$ cat src/rtl/vx_warp_issue_sched.sv
// ============================================================================
// vx_warp_issue_sched : per-core warp issue scheduler (round-robin + starvation)
// Revision 1.0
// ============================================================================
`default_nettype none

module vx_warp_issue_sched #(
  parameter int NUM_WARPS    = 4,
  parameter int NUM_EX       = 5,
  parameter int EX_BITS      = 3,
  parameter int STARVE_LIMIT = 15
) (
  input  logic                         clk,
  input  logic                         reset,
  input  logic [NUM_WARPS-1:0]         warp_valid,
  input  logic [NUM_WARPS*EX_BITS-1:0] warp_ex_type,
  output logic [NUM_WARPS-1:0]         warp_ready,
  input  logic [NUM_EX-1:0]            ex_ready,
  output logic                         issue_valid,
  output logic [$clog2(NUM_WARPS)-1:0] issue_wid,
  output logic [EX_BITS-1:0]           issue_ex_type,
  input  logic                         issue_ready,
  output logic [31:0]                  perf_stall_cycles,
  output logic [31:0]                  perf_issue_count
);

  localparam int WID_BITS = $clog2(NUM_WARPS);

  logic [NUM_WARPS-1:0] eligible;
  logic [NUM_WARPS-1:0] starving;
  logic [7:0]           age [NUM_WARPS];
  logic [WID_BITS-1:0]  rr_ptr;
  logic                 load;
  logic                 starve_hit;
  logic [WID_BITS-1:0]  starve_idx;
  logic [WID_BITS-1:0]  rr_idx;
  logic [WID_BITS-1:0]  cand;
  logic [WID_BITS-1:0]  grant_idx;
  logic [EX_BITS-1:0]   grant_ex;
  logic                 grant_valid;

  assign load = !issue_valid || issue_ready;

  // Out-of-range ex_type is a NOP and never waits on a unit.
  for (genvar w = 0; w < NUM_WARPS; w++) begin : g_elig
    logic [EX_BITS-1:0] ex;
    logic               unit_rdy;
    assign ex = warp_ex_type[w*EX_BITS +: EX_BITS];
    always_comb begin
      unit_rdy = 1'b1;
      for (int e = 0; e < NUM_EX; e++) begin
        if (ex == EX_BITS'(e)) unit_rdy = ex_ready[e];
      end
    end
    assign eligible[w] = warp_valid[w] && unit_rdy;
    assign starving[w] = eligible[w] && (age[w] >= 8'(STARVE_LIMIT));
  end

  always_comb begin
    starve_hit = 1'b0;
    starve_idx = '0;
    for (int w = NUM_WARPS - 1; w >= 0; w--) begin
      if (starving[w]) begin
        starve_hit = 1'b1;
        starve_idx = WID_BITS'(w);
      end
    end
    // Descending scan so the closest eligible warp at/after rr_ptr wins.
    rr_idx = '0;
    cand   = '0;
    for (int k = NUM_WARPS - 1; k >= 0; k--) begin
      cand = rr_ptr + WID_BITS'(k);
      if (eligible[cand]) rr_idx = cand;
    end
    grant_idx   = starve_hit ? starve_idx : rr_idx;
    grant_valid = reset && load && (|eligible);
    grant_ex    = '0;
    warp_ready  = '0;
    for (int w = 0; w < NUM_WARPS; w++) begin
      if (grant_idx == WID_BITS'(w)) begin
        grant_ex      = warp_ex_type[w*EX_BITS +: EX_BITS];
        warp_ready[w] = grant_valid;
      end
    end
  end

  always_ff @(posedge clk or negedge reset) begin
    if (!reset) begin
      issue_valid       <= 1'b0;
      issue_wid         <= '0;
      issue_ex_type     <= '0;
      rr_ptr            <= '0;
      perf_stall_cycles <= '0;
      perf_issue_count  <= '0;
    end else begin
      if (load) begin
        issue_valid <= grant_valid;
        if (grant_valid) begin
          issue_wid     <= grant_idx;
          issue_ex_type <= grant_ex;
          rr_ptr        <= grant_idx + WID_BITS'(1);
        end
      end
      if ((|warp_valid) && !grant_valid && (perf_stall_cycles != 32'hFFFF_FFFF))
        perf_stall_cycles <= perf_stall_cycles + 32'd1;
      if (issue_valid && issue_ready && (perf_issue_count != 32'hFFFF_FFFF))
        perf_issue_count <= perf_issue_count + 32'd1;
    end
  end

  for (genvar w = 0; w < NUM_WARPS; w++) begin : g_age
    always_ff @(posedge clk or negedge reset) begin
      if (!reset) begin
        age[w] <= '0;
      end else if (!warp_valid[w] || warp_ready[w]) begin
        age[w] <= '0;
      end else if (age[w] != 8'hFF) begin
        age[w] <= age[w] + 8'd1;
      end
    end
  end

endmodule

`default_nettype wire

$ cat config.mk
export PLATFORM = sky130hd
export DESIGN_NAME = vx_warp_issue_sched
export DESIGN_NICKNAME = d
export VERILOG_FILES = /design/src/rtl/vx_warp_issue_sched.sv
export SDC_FILE = /design/constraint.sdc
export NUM_CORES = 1
export LEC_CHECK = 0
export CAP_MARGIN = 30
export CORE_UTILIZATION = 35
export CTS_CLUSTER_DIAMETER = 150
export DETAILED_ROUTE_END_ITERATION = 16
export GPL_ROUTABILITY_DRIVEN = 0
export PLACE_DENSITY = 0.59
export SLEW_MARGIN = 0
export SYNTH_ARGS = -nofsm -noshare
export SYNTH_HDL_FRONTEND = slang
export SYNTH_SLANG_ARGS = --single-unit
export TNS_END_PERCENT = 5
$ cat constraint.sdc
create_clock -name clk -period 5 [get_ports clk]
set_input_delay 1.25 -clock clk [delete_from_list [all_inputs] [get_ports clk]]
set_output_delay 1.25 -clock clk [all_outputs]
set_load 0.02 [all_outputs]
==> results of run 1 <==
[through the flow]
step	utilization, %	instances	setup WS [ns]	hold slack [ns]	instance area [sq um]
floorplan	-	554	0.3935	0.5053	5628
global placement	46.33	898	-0.6106	0.4679	7147
detailed placement	46.33	898	-0.6334	0.4768	7147
CTS	48.49	916	0.008355	0.4932	7481
global route	48.85	916	-0.02812	0.5100	7536
finish	48.85	916	0.08926	0.4853	7536
[per-layer routing]
metal / part of all wire (%) / track usage (%)
met5: 0 / 0
met1: 48 / 24.02
met2: 47 / 28.08
met4: 1.4 / 5.467
met3: 3.9 / 4.366
[sequential cells by signal (all words and copies together), names as in the netlist]
name               cells
issue_wid              2
issue_valid            1
perf_issue_count      32
age                   32
rr_ptr                 2
issue_ex_type          3
perf_stall_cycles     32
[cell usage in the layout, fill, tap and decap left out, types with 13 or more instances in the layout]
cell type,synthesis,layout
a21oi_1,13,13
and3_1,16,16
buf_4,2,51
clkdlybuf4s50_1,0,78
dfrtp_1,104,104
dlygate4sd2_1,0,13
nand2_1,41,41
nand3_1,37,37
nand4_1,20,20
nor2_1,48,45
nor3_1,21,21
xnor2_1,32,32
xor2_1,38,38
[critical path: stages]
cell and delay (ns):
clkdlybuf4s50_1 0.55, nor2_1 0.09, a22o_1 0.25, or3_1 0.38
a41oi_1 0.23, o32a_1 0.21, buf_4 0.15, ha_2 0.18
inv_2 0.04, nor2_1 0.15, buf_4 0.17
[worst paths after layout]
kind,startpoint,to
setup reg to reg,age[8],age[4]
hold / removal,issue_ex_type[2],issue_ex_type[2]
min in group asynchronous,reset,age[20]
setup / recovery,warp_ex_type[0],warp_ready[0]
max in group asynchronous,reset,perf_stall_cycles[10]
hold reg to reg,issue_ex_type[2],issue_ex_type[2]
[power groups by stage]
stage	clock [mW]	combinational, mW	sequential (mW)
finish	0.749	0.853	1.10
global route	0.813	0.931	1.12
CTS	0.778	0.843	1.09
detailed placement	0	0.835	1.11
global placement	0	0.823	1.10
floorplan	0	0.324	1.19
[cell type report]
cell class	count	area, sq um	area share (%)
clock buffers	13	270.3	3.586
clock inverters	3	47.55	0.6309
inverters	16	60.06	0.7969
multi-input cells	424	2979	39.53
flip-flops and latches	104	2603	34.53
well taps	211	264.0	3.503
repair buffers	145	1313	17.42
[cells by family (layout without fill, tap and decap cells)]
| family | after synthesis | count (layout) | synth area share [%] |
|---|---|---|---|
| simple gates | 259 | 259 | 26.66 |
| compound gates | 70 | 70 | 8.982 |
| flops | 104 | 104 | 46.24 |
| xor+xnor | 70 | 70 | 10.89 |
| buf+inv | 26 | 177 | 2.223 |
| mux | 15 | 15 | 2.779 |
| fa+ha+maj | 10 | 10 | 2.223 |
[repair_timing]
action	in CTS	in global routing
endpoints found under the hold margin	0	0
endpoints found under the setup margin	4	4
resized for setup	37	18
pin swaps	2	4
setup buffers	2	0
==> results.py, run 1 <==
metrics = {
    "power_and_ir_drop": {
        "power_frac_comb_pct": 31.6,
        "finalPower_mw": 2.698,
        "p_int_mw": 1.803,
        "seq_power_share_pct": 40.6,
        "power.share.switching_pct": 33.18,
        "p_sw_uw": 895.0,
        "power_density_mw_per_mm2": 358.0,
        "power.share.clock_pct": 27.8,
        "max-vdd-ir-drop_uv": 252.0,
        "p_leak_nw": 3.267,
    },
    "die": {
        "die_area_sq_mm": 0.01659,
        "die_w_microns": 128.8,
        "io_pins": 98,
        "rows": 45,
        "die_h_microns": 128.8,
        "initial_utilization_pct": 36.48,
        "core_sq_mm": 0.01543,
    },
    "clock_network": {
        "cts_hold_buffers": 0,
        "htree_levels": 3,
        "cts_buffer_depth": 2,
        "numCtsBuffers": 9,
        "clock_latency_ns": 0.35,
        "root_buffer": "clkbuf_16",
        "clock-sinks": 104,
        "clk_pin_slew_ns": 0.07,
        "cts_tree": "done",
    },
    "timing": {
        "min_period_over_period_pct": 98.21,
        "fmax_mhz": 203.6,
        "rsz0062_at_grt": "true",
        "tns_ns": 0,
        "finClkSkew_ns": 0.005951,
        "drv_slew": 0,
        "final.min_clock_period_ns": 4.911,
        "finalHoldViolations": 0,
        "setup-violations-final": 0,
        "relSlewSlack_pct": 48.89,
        "tightestPinTransition_ns": 0.7667,
    },
    "route": {
        "ant_nets": 0,
        "wirelength_mm": 13.81,
        "first_pass_iters": 5,
        "wl_per_cell_microns": 15.08,
        "routed_via_density": 5.140,
        "vias": 4708,
        "drc": 0,
        "drt_iter0_drc": 274,
    },
    "worst_hold_path": {
        "hp-class": "reg -> reg",
        "min_path_cells": 2,
    },
    "yosys": {
        "synthTopCellsByArea": "dfrtp_1, xor2_1, xnor2_1",
        "ys_seq_elements": 104,
        "synthFlopType": "dfrtp_1",
        "syn_area_sq_mm": 0.005628,
        "async_flop_share_pct": 100.0,
        "synth_top_area_share_pct": 46.24,
        "avgSynthCellArea_sq_um": 10.16,
        "postSynthCellCount": 554,
        "synthTopCellsByCount": "dfrtp_1, nor2_1, nand2_1",
        "yosysSeqAreaShare_pct": 46.24,
        "ys_warn_count": 0,
        "syn-num-nets": 588,
        "ys_types": 67,
        "synth_top_area_cell": "dfrtp_1",
        "synth_edf_count": 0,
        "yosysMostFrequentCell": "dfrtp_1",
    },
    "worst_setup_path": {
        "r2r_slack_ns": 1.74,
        "crit_path_end_kind": "output port",
        "crit_type": "in -> out",
        "cp-start-kind": "input port",
        "critPathRequiredTime_ns": 3.75,
        "arrival_ns": 3.66,
        "cp_max_fo": 4,
        "worst_r2r_path_depth": 12,
    },
    "placement": {
        "hpwl_mm": 10.29,
        "numPortBuffers": 97,
    },
    "layout": {
        "nets": 734,
        "drive_above_1_share_pct": 16.17,
        "antenna_cells": 0,
        "fillers": 1454,
        "syn2layout_area_growth_pct": 33.90,
    },
    "grt": {
        "grt_max_degree": 62,
        "first_global_vias": 4549,
        "grt_use_total_pct": 17.77,
        "grt_pass1_wl_mm": 23.12,
        "antenna_found_initial": 0,
        "grt.overflow.total": 0,
    },
    "flow_run": {
        "maxCapViolCount": 0,
    },
    "status": {
        "status": "completed",
    },
}
No activity file was read; power rests on OpenSTA's default activity.
==> run 2: changes to the inputs <==
--- a/config.mk
+++ b/config.mk
@@ -6,6 +6,7 @@
 export NUM_CORES = 1
 export LEC_CHECK = 0
 export CAP_MARGIN = 30
+export CORE_MARGIN = 2
 export CORE_UTILIZATION = 35
 export CTS_CLUSTER_DIAMETER = 150
 export DETAILED_ROUTE_END_ITERATION = 16
==> run 2 against run 1 <==
  * Via count increased by 1.2%
  * Wire length increased by 2.9%
  * Die area increased by 3.1%
  * Critical endpoint is now warp_ready[1]
  * Highest routed layer unchanged
==> results.py, run 2 (synthesis results as in run 1) <==
metrics = {
    "grt": {
        "grt.overflow.total": 0,
        "grt_pass1_wl_mm": 22.86,
        "grt_use_total_pct": 16.89,
        "first_global_vias": 4610,
        "grt_max_degree": 74,
        "antenna_found_initial": 0,
    },
    "route": {
        "wirelength_mm": 14.21,
        "ant_nets": 0,
        "wl_per_cell_microns": 15.40,
        "vias": 4763,
        "routed_via_density": 5.160,
        "drc": 0,
        "drt_iter0_drc": 204,
        "first_pass_iters": 4,
    },
    "worst_setup_path": {
        "r2r_start": "age[0]",
        "rr_endpoint": "issue_ex_type[2]",
        "crit_type": "in -> out",
        "critPathRequiredTime_ns": 3.75,
        "arrival_ns": 3.67,
        "cp-start-kind": "input port",
        "crit_path_end_kind": "output port",
        "worst_r2r_path_depth": 13,
        "critPathLaunch": "warp_ex_type[3]",
        "r2r_slack_ns": 1.67,
        "cp_max_fo": 4,
    },
    "power_and_ir_drop": {
        "p_leak_nw": 3.340,
        "max-vdd-ir-drop_uv": 163.9,
        "power_density_mw_per_mm2": 348.8,
    },
    "clock_network": {
        "root_buffer": "clkbuf_16",
        "clock_latency_ns": 0.34,
        "cts_hold_buffers": 0,
        "htree_levels": 3,
        "numCtsBuffers": 9,
        "cts_buffer_depth": 2,
        "cts_tree": "done",
        "clock-sinks": 104,
        "clk_pin_slew_ns": 0.07,
    },
    "worst_hold_path": {
        "hp-class": "reg -> reg",
        "min_from": "perf_stall_cycles[9]",
        "hold-path-endpoint": "perf_stall_cycles[9]",
        "min_path_cells": 1,
    },
    "die": {
        "die_h_microns": 130.8,
        "io_pins": 98,
        "initial_utilization_pct": 35.56,
        "die_area_sq_mm": 0.01711,
        "rows": 46,
        "die_w_microns": 130.8,
        "core_sq_mm": 0.01583,
    },
    "placement": {
        "numPortBuffers": 97,
        "hpwl_mm": 10.40,
    },
    "layout": {
        "layout_commonest_cell": "dfrtp_1",
        "final_util_pct": 47.66,
        "fillers": 1491,
        "antenna_cells": 0,
        "top_regs": "age: 32 flops, perf_issue_count: 32 flops, perf_stall_cycles: 32 flops",
        "nets": 737,
        "drive_above_1_share_pct": 15.42,
        "syn2layout_area_growth_pct": 34.04,
        "final_cell_mix": "dfrtp_1, clkdlybuf4s50_1, buf_4, nor2_1, nand2_1",
    },
    "timing": {
        "tightestPinTransition_ns": 0.9323,
        "relSlewSlack_pct": 37.84,
        "fmax_mhz": 203.2,
        "setup-violations-final": 0,
        "final.min_clock_period_ns": 4.922,
        "min_period_over_period_pct": 98.45,
        "finalHoldViolations": 0,
        "drv_slew": 0,
        "finClkSkew_ns": 0.005057,
        "tns_ns": 0,
        "rsz0062_at_grt": "true",
    },
    "flow_run": {
        "maxCapViolCount": 0,
    },
    "status": {
        "status": "completed",
    },
}
-- run 2: cell count changes in the layout (fill, tap and decap cells not counted), moves of 3 or more --
cell	delta
dlygate4sd2_1	-10
inv_1	+3
buf_4	+3
ha_2	-3
dlymetal6s2s_1	+9
ha_1	+3
inv_2	-3
-- run 2: final cells by class --
cell class                 instances  area (sq um)  share of cell area (%)
inverter                          16         60.06                  0.7962
clock buffer                      12         256.5                   3.400
sequential                       104          2603                   34.50
tap                              216         270.3                   3.583
multi-input combinational        424          2969                   39.36
timing repair buffer             148          1368                   18.13
clock inverter                     3         17.52                  0.2322
-- run 2: per-layer routing --
layer	GRT usage, %	share of wire [%]	vias to the layer above
met3	2.524	3.5	16
met2	28.28	48	95
met4	6.195	1.7	0
met5	0	0	-
li1	-	-	2313
met1	22.30	47	2339
-- run 2: where the power goes --
part	internal, mW	switching, mW	leakage, nW
combinational	0.424	0.448	1.86
clock	0.361	0.301	0.134
sequential	0.957	0.140	1.35
total	1.74	0.889	3.34
-- run 2: stage by stage --
step / setup slack (ns) / std cells / instance area [sq um] / hold slack [ns] / power (mW)
detailed placement: -0.5358 / 904 / 7168 / 0.4758 / 1.957
floorplan: 0.3935 / 554 / 5628 / 0.5053 / 1.517
CTS: 0.002944 / 920 / 7455 / 0.4928 / 2.631
global route: -0.04342 / 923 / 7543 / 0.5218 / 2.782
global placement: -0.4880 / 903 / 7153 / 0.4758 / 1.934
finish: 0.07753 / 923 / 7543 / 0.4915 / 2.631
-- run 2: worst max-delay path by stage --
stage,end,slack (ns),cells after the start
floorplan,warp_ready[2],0.39,8
global placement,warp_ready[1],-0.49,12
detailed placement,warp_ready[3],-0.54,11
CTS,warp_ready[3],0.003,12
global route,warp_ready[3],-0.04,11
finish,warp_ready[1],0.08,12
-- run 2: critical path, stage by stage --
cell	delay (ns)
clkdlybuf4s50_1	0.43
or4b_4	0.54
o311ai_4	0.12
nor2_2	0.08
or3b_2	0.46
o32ai_2	0.10
buf_4	0.16
inv_1	0.06
ha_1	0.19
inv_1	0.09
nor2_1	0.06
buf_4	0.15
-- run 2: timing repair --
| action | in CTS | in global routing |
|---|---|---|
| pin swaps | 3 | 2 |
| setup endpoints to repair | 4 | 4 |
| gates resized for setup | 23 | 19 |
| hold endpoints to repair | 0 | 0 |
| buffers inserted | 1 | 3 |
